==> config.mk <==
export PLATFORM = sky130hd
export DESIGN_NAME = decode_stage_flat
export DESIGN_NICKNAME = d
export VERILOG_FILES = /design/src/rtl/decode_pkg.sv /design/src/rtl/pipeline_status.sv /design/src/rtl/decode_stage_if.sv /design/src/rtl/decode_logic.sv /design/src/rtl/decode_stage.sv /design/src/flat_wrapper.sv
export SDC_FILE = /design/constraint.sdc
export NUM_CORES = 1
export LEC_CHECK = 0
export ABC_CLOCK_PERIOD_IN_PS = 1800
export CAP_MARGIN = 20
export CORE_MARGIN = 4
export CORE_UTILIZATION = 39
export CTS_CLUSTER_SIZE = 24
export DETAILED_ROUTE_END_ITERATION = 12
export GPL_TIMING_DRIVEN = 0
export PLACE_DENSITY = 0.74
export SYNTH_ARGS = -nofsm -noshare
export SYNTH_HDL_FRONTEND = slang
export SYNTH_SLANG_ARGS = --single-unit
==> constraint.sdc <==
create_clock -name clk -period 1.8 [get_ports clk]
set_clock_uncertainty 0.05 [all_clocks]
set_input_delay 0.54 -clock clk [delete_from_list [all_inputs] [get_ports clk]]
set_output_delay 0.54 -clock clk [all_outputs]
set_load 0.005 [all_outputs]
==> src/rtl/decode_pkg.sv <==
// RV32I decode types: operation classes, major opcodes and immediate formats.
package decode_pkg;
  typedef enum logic [3:0] {
    OP_NONE, LUI, AUIPC, JAL, JALR, BRANCH, LOAD, STORE,
    OP_IMM, OP, MISC_MEM, SYSTEM, OP_MULDIV
  } op_class_t;

  localparam logic [6:0] OPC_LOAD     = 7'b0000011;
  localparam logic [6:0] OPC_MISC_MEM = 7'b0001111;
  localparam logic [6:0] OPC_OP_IMM   = 7'b0010011;
  localparam logic [6:0] OPC_AUIPC    = 7'b0010111;
  localparam logic [6:0] OPC_STORE    = 7'b0100011;
  localparam logic [6:0] OPC_OP       = 7'b0110011;
  localparam logic [6:0] OPC_LUI      = 7'b0110111;
  localparam logic [6:0] OPC_BRANCH   = 7'b1100011;
  localparam logic [6:0] OPC_JALR     = 7'b1100111;
  localparam logic [6:0] OPC_JAL      = 7'b1101111;
  localparam logic [6:0] OPC_SYSTEM   = 7'b1110011;

  typedef enum logic [2:0] {IMM_NONE, IMM_I, IMM_S, IMM_B, IMM_U, IMM_J} imm_fmt_t;
endpackage

==> src/rtl/pipeline_status.sv <==
// Shared pipeline handshake encodings: forward instruction status and backward flow control.
package pipeline_status;
  typedef enum logic [1:0] {VALID, BUBBLE, FETCH_FAULT, ILLEGAL_INSTRUCTION} forwards_t;
  typedef enum logic [1:0] {READY, STALL, JUMP} backwards_t;
endpackage

==> src/rtl/decode_stage_if.sv <==
// Decode stage boundary: fetch-side inputs, execute-side outputs and the backward control relay.
interface decode_stage_if;
  import pipeline_status::*;
  import decode_pkg::*;

  logic [31:0] instruction_in;
  logic [31:0] program_counter_in;
  forwards_t   status_forwards_in;
  backwards_t  status_backwards_out;
  logic [31:0] jump_address_backwards_out;
  logic [31:0] instruction_reg_out;
  logic [31:0] program_counter_reg_out;
  logic [4:0]  rs1_address_reg_out;
  logic [4:0]  rs2_address_reg_out;
  logic [4:0]  rd_address_reg_out;
  logic [31:0] immediate_reg_out;
  op_class_t   op_class_reg_out;
  logic [2:0]  funct3_reg_out;
  logic        alt_funct_reg_out;
  forwards_t   status_forwards_out;
  backwards_t  status_backwards_in;
  logic [31:0] jump_address_backwards_in;

  modport master (
    input  instruction_in, program_counter_in, status_forwards_in,
           status_backwards_in, jump_address_backwards_in,
    output status_backwards_out, jump_address_backwards_out,
           instruction_reg_out, program_counter_reg_out,
           rs1_address_reg_out, rs2_address_reg_out, rd_address_reg_out,
           immediate_reg_out, op_class_reg_out, funct3_reg_out,
           alt_funct_reg_out, status_forwards_out
  );

  modport slave (
    output instruction_in, program_counter_in, status_forwards_in,
           status_backwards_in, jump_address_backwards_in,
    input  status_backwards_out, jump_address_backwards_out,
           instruction_reg_out, program_counter_reg_out,
           rs1_address_reg_out, rs2_address_reg_out, rd_address_reg_out,
           immediate_reg_out, op_class_reg_out, funct3_reg_out,
           alt_funct_reg_out, status_forwards_out
  );
endinterface

==> src/rtl/decode_logic.sv <==
// Combinational RV32I field decode: register addresses, immediate, op class, illegal flag.
// Build option DECODE_STAGE_RVM_EN accepts the M-extension funct7 under OP.
module decode_logic
  import decode_pkg::*;
(
  input  logic [31:0] instruction,
  output logic [4:0]  rs1,
  output logic [4:0]  rs2,
  output logic [4:0]  rd,
  output logic [31:0] immediate,
  output op_class_t   op_class,
  output logic        illegal
);
  logic [6:0] opcode;
  logic [2:0] funct3;
  logic [6:0] funct7;
  imm_fmt_t   fmt;
  logic       keep_rs1, keep_rs2, keep_rd;

  assign opcode = instruction[6:0];
  assign funct3 = instruction[14:12];
  assign funct7 = instruction[31:25];

  always_comb begin
    op_class = OP_NONE;
    fmt      = IMM_NONE;
    illegal  = 1'b0;
    keep_rs1 = 1'b1;
    keep_rs2 = 1'b0;
    keep_rd  = 1'b1;
    case (opcode)
      OPC_LUI:   begin op_class = LUI;   fmt = IMM_U; keep_rs1 = 1'b0; end
      OPC_AUIPC: begin op_class = AUIPC; fmt = IMM_U; keep_rs1 = 1'b0; end
      OPC_JAL:   begin op_class = JAL;   fmt = IMM_J; keep_rs1 = 1'b0; end
      OPC_JALR:  begin op_class = JALR;  fmt = IMM_I; illegal = (funct3 != 3'd0); end
      OPC_BRANCH: begin
        op_class = BRANCH; fmt = IMM_B; keep_rs2 = 1'b1; keep_rd = 1'b0;
        illegal  = (funct3[2:1] == 2'b01);
      end
      OPC_LOAD: begin
        op_class = LOAD; fmt = IMM_I;
        illegal  = (funct3 == 3'd3) || (funct3[2:1] == 2'b11);
      end
      OPC_STORE: begin
        op_class = STORE; fmt = IMM_S; keep_rs2 = 1'b1; keep_rd = 1'b0;
        illegal  = (funct3 > 3'd2);
      end
      OPC_OP_IMM: begin
        op_class = OP_IMM; fmt = IMM_I;
        if (funct3 == 3'd1)      illegal = (funct7 != 7'h00);
        else if (funct3 == 3'd5) illegal = (funct7 != 7'h00) && (funct7 != 7'h20);
      end
      OPC_OP: begin
        op_class = OP; keep_rs2 = 1'b1;
        if (funct7 == 7'h01) begin
`ifdef DECODE_STAGE_RVM_EN
          op_class = OP_MULDIV;
`else
          illegal  = 1'b1;
`endif
        end else if (funct7 == 7'h20) begin
          illegal = (funct3 != 3'd0) && (funct3 != 3'd5);
        end else begin
          illegal = (funct7 != 7'h00);
        end
      end
      OPC_MISC_MEM: begin op_class = MISC_MEM; keep_rd = 1'b0; end
      OPC_SYSTEM:   begin op_class = SYSTEM; fmt = IMM_I; illegal = (funct3 == 3'd4); end
      default:      illegal = 1'b1;
    endcase
    // Compressed-space words and the erased-memory patterns never execute.
    if (instruction[1:0] != 2'b11 || instruction == 32'h0 || instruction == 32'hFFFF_FFFF)
      illegal = 1'b1;
  end

  always_comb begin
    case (fmt)
      IMM_I:   immediate = {{20{instruction[31]}}, instruction[31:20]};
      IMM_S:   immediate = {{20{instruction[31]}}, instruction[31:25], instruction[11:7]};
      IMM_B:   immediate = {{19{instruction[31]}}, instruction[31], instruction[7],
                            instruction[30:25], instruction[11:8], 1'b0};
      IMM_U:   immediate = {instruction[31:12], 12'h000};
      IMM_J:   immediate = {{11{instruction[31]}}, instruction[31], instruction[19:12],
                            instruction[20], instruction[30:21], 1'b0};
      default: immediate = 32'h0;
    endcase
  end

  assign rs1 = keep_rs1 ? instruction[19:15] : 5'd0;
  assign rs2 = keep_rs2 ? instruction[24:20] : 5'd0;
  assign rd  = keep_rd  ? instruction[11:7]  : 5'd0;
endmodule

==> src/rtl/decode_stage.sv <==
// RV32I decode pipeline stage: one-cycle registered decode bundle, combinational backward relay.
// Build option DECODE_STAGE_RVM_EN enables M-extension decode to OP_MULDIV.
module decode_stage
  import pipeline_status::*;
  import decode_pkg::*;
#(
  parameter logic [31:0] RESET_INSTRUCTION = 32'h0000_0013,
  parameter logic [31:0] RESET_PC          = 32'h0000_0000
) (
  input logic           clk,
  input logic           rst,
  decode_stage_if.master bus
);
  logic [4:0]  dec_rs1, dec_rs2, dec_rd;
  logic [31:0] dec_imm;
  op_class_t   dec_op_class;
  logic        dec_illegal;

  decode_logic u_decode_logic (
    .instruction (bus.instruction_in),
    .rs1         (dec_rs1),
    .rs2         (dec_rs2),
    .rd          (dec_rd),
    .immediate   (dec_imm),
    .op_class    (dec_op_class),
    .illegal     (dec_illegal)
  );

  assign bus.status_backwards_out       = bus.status_backwards_in;
  assign bus.jump_address_backwards_out = bus.jump_address_backwards_in;

  always_ff @(posedge clk or negedge rst) begin
    if (!rst) begin
      bus.status_forwards_out     <= BUBBLE;
      bus.instruction_reg_out     <= RESET_INSTRUCTION;
      bus.program_counter_reg_out <= RESET_PC;
      bus.rs1_address_reg_out     <= 5'd0;
      bus.rs2_address_reg_out     <= 5'd0;
      bus.rd_address_reg_out      <= 5'd0;
      bus.immediate_reg_out       <= 32'h0;
      bus.op_class_reg_out        <= OP_NONE;
      bus.funct3_reg_out          <= 3'd0;
      bus.alt_funct_reg_out       <= 1'b0;
    end else if (bus.status_backwards_in == JUMP) begin
      // The word at the input is wrong-path; only the status needs killing.
      bus.status_forwards_out <= BUBBLE;
    end else if (bus.status_backwards_in != STALL) begin
      bus.instruction_reg_out     <= bus.instruction_in;
      bus.program_counter_reg_out <= bus.program_counter_in;
      bus.rs1_address_reg_out     <= 5'd0;
      bus.rs2_address_reg_out     <= 5'd0;
      bus.rd_address_reg_out      <= 5'd0;
      bus.immediate_reg_out       <= 32'h0;
      bus.op_class_reg_out        <= OP_NONE;
      bus.funct3_reg_out          <= 3'd0;
      bus.alt_funct_reg_out       <= 1'b0;
      case (bus.status_forwards_in)
        VALID: begin
          if (dec_illegal) begin
            bus.status_forwards_out <= ILLEGAL_INSTRUCTION;
          end else begin
            bus.status_forwards_out <= VALID;
            bus.rs1_address_reg_out <= dec_rs1;
            bus.rs2_address_reg_out <= dec_rs2;
            bus.rd_address_reg_out  <= dec_rd;
            bus.immediate_reg_out   <= dec_imm;
            bus.op_class_reg_out    <= dec_op_class;
            bus.funct3_reg_out      <= bus.instruction_in[14:12];
            bus.alt_funct_reg_out   <= bus.instruction_in[30];
          end
        end
        BUBBLE:      bus.status_forwards_out <= BUBBLE;
        FETCH_FAULT: bus.status_forwards_out <= FETCH_FAULT;
        default:     bus.status_forwards_out <= ILLEGAL_INSTRUCTION;
      endcase
    end
  end
endmodule

==> src/flat_wrapper.sv <==
// flat-port wrapper written by rule: the top's interface ports become plain ports
module decode_stage_flat import pipeline_status::*; import decode_pkg::*;
#(
  parameter logic [31:0] RESET_INSTRUCTION = 32'h0000_0013,
  parameter logic [31:0] RESET_PC          = 32'h0000_0000
)
  (clk, rst, bus_instruction_in, bus_program_counter_in, bus_status_forwards_in, bus_status_backwards_in, bus_jump_address_backwards_in, bus_status_backwards_out, bus_jump_address_backwards_out, bus_instruction_reg_out, bus_program_counter_reg_out, bus_rs1_address_reg_out, bus_rs2_address_reg_out, bus_rd_address_reg_out, bus_immediate_reg_out, bus_op_class_reg_out, bus_funct3_reg_out, bus_alt_funct_reg_out, bus_status_forwards_out);
  decode_stage_if bus_i ();
  input logic clk;
  input logic rst;
  input wire logic [$bits(bus_i.instruction_in)-1:0] bus_instruction_in;
  input wire logic [$bits(bus_i.program_counter_in)-1:0] bus_program_counter_in;
  input wire logic [$bits(bus_i.status_forwards_in)-1:0] bus_status_forwards_in;
  input wire logic [$bits(bus_i.status_backwards_in)-1:0] bus_status_backwards_in;
  input wire logic [$bits(bus_i.jump_address_backwards_in)-1:0] bus_jump_address_backwards_in;
  output wire logic [$bits(bus_i.status_backwards_out)-1:0] bus_status_backwards_out;
  output wire logic [$bits(bus_i.jump_address_backwards_out)-1:0] bus_jump_address_backwards_out;
  output wire logic [$bits(bus_i.instruction_reg_out)-1:0] bus_instruction_reg_out;
  output wire logic [$bits(bus_i.program_counter_reg_out)-1:0] bus_program_counter_reg_out;
  output wire logic [$bits(bus_i.rs1_address_reg_out)-1:0] bus_rs1_address_reg_out;
  output wire logic [$bits(bus_i.rs2_address_reg_out)-1:0] bus_rs2_address_reg_out;
  output wire logic [$bits(bus_i.rd_address_reg_out)-1:0] bus_rd_address_reg_out;
  output wire logic [$bits(bus_i.immediate_reg_out)-1:0] bus_immediate_reg_out;
  output wire logic [$bits(bus_i.op_class_reg_out)-1:0] bus_op_class_reg_out;
  output wire logic [$bits(bus_i.funct3_reg_out)-1:0] bus_funct3_reg_out;
  output wire logic [$bits(bus_i.alt_funct_reg_out)-1:0] bus_alt_funct_reg_out;
  output wire logic [$bits(bus_i.status_forwards_out)-1:0] bus_status_forwards_out;
  assign bus_i.instruction_in = bus_instruction_in;
  assign bus_i.program_counter_in = bus_program_counter_in;
  assign bus_i.status_forwards_in = bus_status_forwards_in;
  assign bus_i.status_backwards_in = bus_status_backwards_in;
  assign bus_i.jump_address_backwards_in = bus_jump_address_backwards_in;
  assign bus_status_backwards_out = bus_i.status_backwards_out;
  assign bus_jump_address_backwards_out = bus_i.jump_address_backwards_out;
  assign bus_instruction_reg_out = bus_i.instruction_reg_out;
  assign bus_program_counter_reg_out = bus_i.program_counter_reg_out;
  assign bus_rs1_address_reg_out = bus_i.rs1_address_reg_out;
  assign bus_rs2_address_reg_out = bus_i.rs2_address_reg_out;
  assign bus_rd_address_reg_out = bus_i.rd_address_reg_out;
  assign bus_immediate_reg_out = bus_i.immediate_reg_out;
  assign bus_op_class_reg_out = bus_i.op_class_reg_out;
  assign bus_funct3_reg_out = bus_i.funct3_reg_out;
  assign bus_alt_funct_reg_out = bus_i.alt_funct_reg_out;
  assign bus_status_forwards_out = bus_i.status_forwards_out;
  decode_stage #(.RESET_INSTRUCTION(RESET_INSTRUCTION), .RESET_PC(RESET_PC)) u_core (.clk(clk), .rst(rst), .bus(bus_i));
endmodule
## After elaboration in Yosys (flattened, before gate mapping)

Cells that the tools add are included.

| word-level totals | value |
|---|---|
| bits in registers | 121 |
| latch bits | 0 |
| bits in writable memories | 0 |
| ROM bits | 0 |
| input port bits | 102 |
| output and inout port bits | 155 |
| logic and storage cells | 92 |
| memories kept | 0 |

| operators by class | value |
|---|---|
| add/subtract/negate cells | 0 |
| $mul | 0 |
| div/mod/pow operators | 0 |
| order comparisons | 1 |
| eq/ne operators | 32 |
| shifts and indexed selects | 0 |
| mux-type cells | 31 |
| bitwise operators | 1 |
| reduce and logical (&&, ||, !) cells | 17 |

Operators with widths:

| operator | number |
|---|---|
| case mux 32 bit (5 select lines) | 1 |
| two-way mux 32 bit | 2 |
| two-way mux 5 bit | 9 |
| case mux 4 bit (11 select lines) | 1 |
| == test 32 bit (second input constant) | 1 |
| zero test 32 bit | 1 |
| == test 7 x 6 -> 1 bit (second input constant) | 4 |
| == test 7 bit (second input constant) | 4 |
| case mux 3 bit (5 select lines) | 1 |
| == test 7 x 5 -> 1 bit (second input constant) | 2 |
| == test 3 bit (second input constant) | 4 |
| == test 3 x 2 -> 1 bit (second input constant) | 3 |
| OR reduction 3 bit | 3 |
| two-way mux 1 bit | 8 |
| two-way mux 4 bit | 2 |
| case mux 1 bit (8 select lines) | 1 |
| OR reduction 4 bit | 2 |
| == test 7 x 1 -> 1 bit (second input constant) | 1 |
| == test 7 x 2 -> 1 bit (second input constant) | 1 |
| == test 7 x 4 -> 1 bit (second input constant) | 1 |
| inequality test 7 x 6 -> 1 bit (second input constant) | 1 |
| nonzero test 7 bit | 1 |
| == test 2 bit (second input constant) | 3 |
| == test 3 x 1 -> 1 bit (second input constant) | 2 |
| 16 further kinds | 23 |

## Depth between registers and ports, before layout

| logic depth | value |
|---|---|
| depth after elaboration | 10 |
| depth in mapped cells | 8 |
| gate-level depth less buffers | 5 |

## Cells and area by module

Synthesis repeated with hierarchy kept, for this count alone.

| unflattened totals | value |
|---|---|
| cells, all modules | 563 |
| area, all modules | 6,242.2 um2 |

Modules (own cells, without submodules):

| module | instances | cells each | area each (um2) | sequential area each (um2) |
|---|---|---|---|---|
| decode_stage | 1 | 426 | 5,302.6 | 3,032.9 |
| decode_logic | 1 | 137 | 939.7 | 0.0 |

## Least setup slack after synthesis

Ideal clock, no wire load.

| timing path | value |
|---|---|
| kind | input to register |
| from | input bus_instruction_in[2] |
| to | register u_core.bus.immediate_reg_out[0] (netlist bit) |
| library setup time | 0.140 ns |
| data arrival time | 2.164 ns |
| required time | 1.610 ns |
| slack | -0.555 ns |
| stages on the path | 8 |
| path buffers | 3 |
| path through | buf_2 -> or4_1 -> or4_1 -> o32a_1 -> nand4_2 -> buf_6 -> buf_6 -> o32ai_1 |

| between the ends | value |
|---|---|
| cells in the longest elaborated chain, start to end | 7 |
| elaborated cells between the ends (all ways) | 29 |
| classes of those cells | eq/ne: 17; mux: 6; reduce/logical: 6 |

Ends and longest elaborated chain:

| element | RTL line | source |
|---|---|---|
| from (decl) | flat_wrapper.sv:11 | `input wire logic [$bits(bus_i.instruction_in)-1:0] bus_instruction_in;` |
| == test 7 x 5 -> 1 bit (tied with other cells) | decode_logic.sv:31 | `case (opcode)` |
| OR reduction 4 bit (no line) or OR reduction 2 bit (tied branches) | - |  |
| case mux 3 bit (5 select lines) | decode_logic.sv:31 |  |
| == test 3 bit (tied with other cells) | decode_logic.sv:77 | `case (fmt)` |
| case mux 32 bit (5 select lines) | decode_logic.sv:77 |  |
| two-way mux 32 bit * | decode_stage.sv:59 | `if (dec_illegal) begin` |
| two-way mux 32 bit * | decode_stage.sv:57 | `case (bus.status_forwards_in)` |
| to (signal assigned) | decode_stage.sv:66 | `bus.immediate_reg_out <= dec_imm;` |
| to (decl) | decode_stage_if.sv:30 | `immediate_reg_out, op_class_reg_out, funct3_reg_out,` |

Mark *: on every way between the ends. The rest lies on a longest branch, timed or not.
A chain may end at the register's enable or synchronous reset.

## Worst setup path in the final report

| timing path | value |
|---|---|
| from | input bus_instruction_in[2] |
| to | register u_core.bus.rd_address_reg_out[1] (netlist bit) |

| between the ends | value |
|---|---|
| cells in the longest elaborated chain, start to end | 6 |
| elaborated cells between the ends (all ways) | 22 |
| classes of those cells | eq/ne: 12; mux: 5; reduce/logical: 5 |

Ends and longest elaborated chain:

| element | RTL line | source |
|---|---|---|
| == test 7 x 4 -> 1 bit (tied with other cells) | decode_logic.sv:31 |  |
| OR reduction 4 bit (no line) or logical OR 1 bit (tied branches) | - |  |
| case mux 1 bit (8 select lines) or logical OR 1 bit (tied branches) | decode_logic.sv:31, decode_logic.sv:72 |  |
| two-way mux 1 bit | decode_logic.sv:72 | `if (instruction[1:0] != 2'b11 \|\| instruction == 32'h0 \|\| instruction == 32'hFFFF_FFFF)` |
| two-way mux 5 bit * | decode_stage.sv:59 |  |
| two-way mux 5 bit * | decode_stage.sv:57 |  |
| to (signal assigned) | decode_stage.sv:65 | `bus.rd_address_reg_out <= dec_rd;` |
| to (decl) | decode_stage_if.sv:29 | `rs1_address_reg_out, rs2_address_reg_out, rd_address_reg_out,` |

Marked as above.

==> summary.txt <==
Power
  – Cell Int Power: 6120 µW
  – Pwr/cell area: 835 nW/µm²
  – VDD IR max: around 0.00066 V
  – Total Power: roughly 8100 µW
  – Logic pwr share: 18.7%
  – Static Leak: roughly 0.0044 µW
  – Sw power: 2010 µW
  – Clock share of power: ~44%
  – Sequential share of power: 37.8%
  – Sw Share: 24.7%

Synth
  – Post-Syn Nets: between 600 and 700
  – FFs w/ async S/R, synth: 100%
  – Post-Syn Area per Cell: roughly 11 µm²
  – Post-synth cell types: 49
  – Post-synthesis cell count: between 500 and 600
  – Flops & latches, synth: 121
  – Number of flops mapped to enable cells by yosys: 0
  – Post-synthesis cell area: 5730 µm²
  – Sequential share of the synthesized area: 52.9%
  – Synth Flop Type: dfrtp_1
  – Ys Warns: 0

Floorplan
  – IO Pins: between 200 and 300
  – Die width: 129 µm
  – Floorplan core area: 14,500 µm²
  – DIE HEIGHT: 129 µm
  – Die area: 16,700 µm²
  – Core Rows: 44
  – Initial Util: 39.6%

Setup path
  – Required time worst endpoint: 2.03 ns
  – R2R Path Start: u_core.bus.instruction_reg_out[27]
  – Crit. End Element: register
  – Worst path max stage delay: 0.51 ns
  – Flop2flop setup slack: 0.88 ns
  – CP most frequent cell: buf_12
  – Crit path cell chain: buf_12 -> or4_4 -> or4_4 -> o32a_1 -> nand4_4 -> buf_12 -> buf_12 -> buf_16 -> o32ai_2
  – Critical path class: in2reg
  – Arr. time, crit path: 2.34 ns
  – Worst R2R Path Depth: 2
  – CP Launch Type: primary input
  – Critical path peak fanout: 7
  – CP max stage cell: or4_4
  – Capturing point of the worst reg2reg path: u_core.bus.instruction_reg_out[27]
  – Worst Path Buf+Inv: 4
  – Crit-path leading delay family: simple AND/OR/NAND/NOR gates

Route
  – 1st-iter DRT viols: 268
  – Wire length per cell: just over 20 µm
  – Antenna Violating Nets Remaining: 0
  – Drt total wl: 20,000 µm
  – # DRC: 0
  – First-pass detailed-route iteration total: 4
  – Avg Vias per Cell: ~5.4
  – Vias: 5,327

Global route
  – Vias in the first global route: 5,529
  – First-pass GRT wire length: 30,100 µm
  – Initial antenna violation count: 1
  – Largest net degree at the start of global routing: between 60 and 70
  – All-Layer GR Usage: 23.6%
  – GRT met1 Usage: 27.7%
  – GR Layer Usage met2: 39.8%
  – Met3 GRT Util: roughly 8.1%
  – Overflow after GRT: 0
  – GRT Max-Usage Layer: met2

Clock tree
  – TritonCTS Buffers: 17
  – Clk Tree Root Cell: clkbuf_16
  – Worst-Skew Late Latency: between 0.4 and 0.5 ns
  – Clk sinks: between 100 and 150
  – Clk buf depth: 2
  – H-tree levels: 4
  – TritonCTS clock tree: yes
  – Clk slew on worst S/H paths: around 0.06 ns

Timing
  – Final worst setup slack: -0.311 ns
  – Tcrit/Tclk final: 117%
  – # setup viols final: 57
  – Fmax: 474 MHz
  – Final Hold Viols: 0
  – Rel. slew slack: 60.6%
  – Max Slew Vio Count: 0
  – Period minus WS final: between 2 and 2.5 ns
  – RSZ-0062 raised after global routing: yes
  – Worst slew pin tran: approximately 0.59 ns

Placed design
  – Placed cell area: 8230 µm²
  – Place WS: -1.57 ns
  – PortBufs: about 220
  – Cells after DPL: 926
  – GPL Wtd Cong: 0.846
  – Hpwl dp: 14,300 µm

Outcome
  – Failing checks: setup timing
  – Status: finished, violations left

Cells and area
  – Diode count: 0
  – Layout cells sized above 1: 33.7%
  – Fill cells: 1,129
  – Fin nets: 901
  – Commonest non-fill, non-tap cell in the layout: dlygate4sd2_1
  – Fin area: 9730 µm²
  – Commonest cells after routing, fill and taps aside: dlygate4sd2_1 (122), dfrtp_1 (117), clkdlybuf4s50_1 (81), mux2_2 (64), buf_4 (61)
  – Area Growth Syn to Fin: 69.8%
  – Final non-filler cell total: 994
  – Sequential cell area: roughly 3000 µm²
  – Multi-input gate area: 2570 µm²

Flow run
  – Max Cap Viol: 0

Hold path
  – Worst hold path class: in2async
synth_stat cells (all sizes together) (3+ instances only):
cell type,count,share of area [%]
o21ai,7,0.61
clkbuf,24,1.6
nor2,17,1.1
a21oi,29,2.5
nand3,4,0.35
nor3,4,0.35
mux2,64,13
a31oi,3,0.33
o32ai,51,7.8
a22oi,4,0.52
dfstp,4,1.8
nand2b,8,0.87
or4,3,0.39
buf,46,5.8
dfrtp,117,51
nand2,34,2.2
o31ai,5,0.65
a21o,4,0.52
inv,57,3.7
how the worst max path moves through the flow:
stage	start	to	slack, ns	cells past startpoint
after floorplan	bus_instruction_in[2]	u_core.bus.alt_funct_reg_out	-0.49	8
after global placement	rst	u_core.bus.instruction_reg_out[11]	-4.39	1
after detailed placement	bus_instruction_in[5]	u_core.bus.immediate_reg_out[12]	-1.57	8
after CTS	bus_instruction_in[2]	u_core.bus.immediate_reg_out[31]	-0.45	9
after global routing	bus_instruction_in[2]	u_core.bus.immediate_reg_out[10]	-0.37	7
final	bus_instruction_in[2]	u_core.bus.rd_address_reg_out[1]	-0.31	9
what timing repair did:
item / in CTS / in global routing
cloned: 4 / 1
hold buffers: 0 / 0
setup endpoints to repair: 244 / 60
pin swaps: 18 / 15
setup buffers: 17 / 14
resized for setup: 243 / 71
routing by layer:
layer	vias to the layer above	wire length [µm]
li1	2372	-
met4	2	418
met3	33	2010
met2	290	9980
met1	2630	7580
met5	-	12
final cells by class:
type                            instances  share of cell area [%]
Timing Repair Buffer                  259                    25.1
Clock inverter                         13                    1.83
Inverter                               57                    2.20
Buffer                                 70                    6.43
Tap cell                              184                    2.37
Sequential cell                       121                    31.2
Clock buffer                           19                    4.45
Multi-Input combinational cell        271                    26.5
stage by stage:
stage               TNS (ns)  hold WS (ns)  util, %
floorplan             -32.88         0.194        -
finish                -14.29        0.0410     67.2
global placement     -666.76         0.429     56.7
detailed placement   -149.57         0.440     56.9
CTS                   -20.68        0.0464     64.2
global route          -17.08        0.0769     67.2
flip-flops by register name, summed over array words and instances (netlist names):
name	flops
u_core.bus.rs1_address_reg_out	5
u_core.bus.rd_address_reg_out	5
u_core.bus.rs2_address_reg_out	5
u_core.bus.op_class_reg_out	4
u_core.bus.immediate_reg_out	32
u_core.bus.alt_funct_reg_out	1
u_core.bus.program_counter_reg_out	32
u_core.bus.funct3_reg_out	3
u_core.bus.status_forwards_out	2
u_core.bus.instruction_reg_out	32
power by group through the flow:
stage,logic (µW),registers [µW],clock network (µW)
final,1520,3070,3540
after detailed placement,1500,3120,0
after CTS,1460,3070,3590
after floorplan,546,3130,0
after global routing,1640,3100,3720
after global placement,1460,3110,0
cells by family (layout without fill, tap and decap cells):
logic type                 after synthesis  in the layout  share of synthesized area, %
AOI/OAI and AO/OA                      116            116                          14.9
muxes                                   65             65                          12.7
buffers and inverters                  127            418                          11.1
xor gates and xnor gates                 2              2                         0.306
and+or+nand+nor                         86             86                          7.53
DFF                                    121            121                          52.9
adders and majority gates                2              2                         0.436
Power figures use the tool's default switching activity.
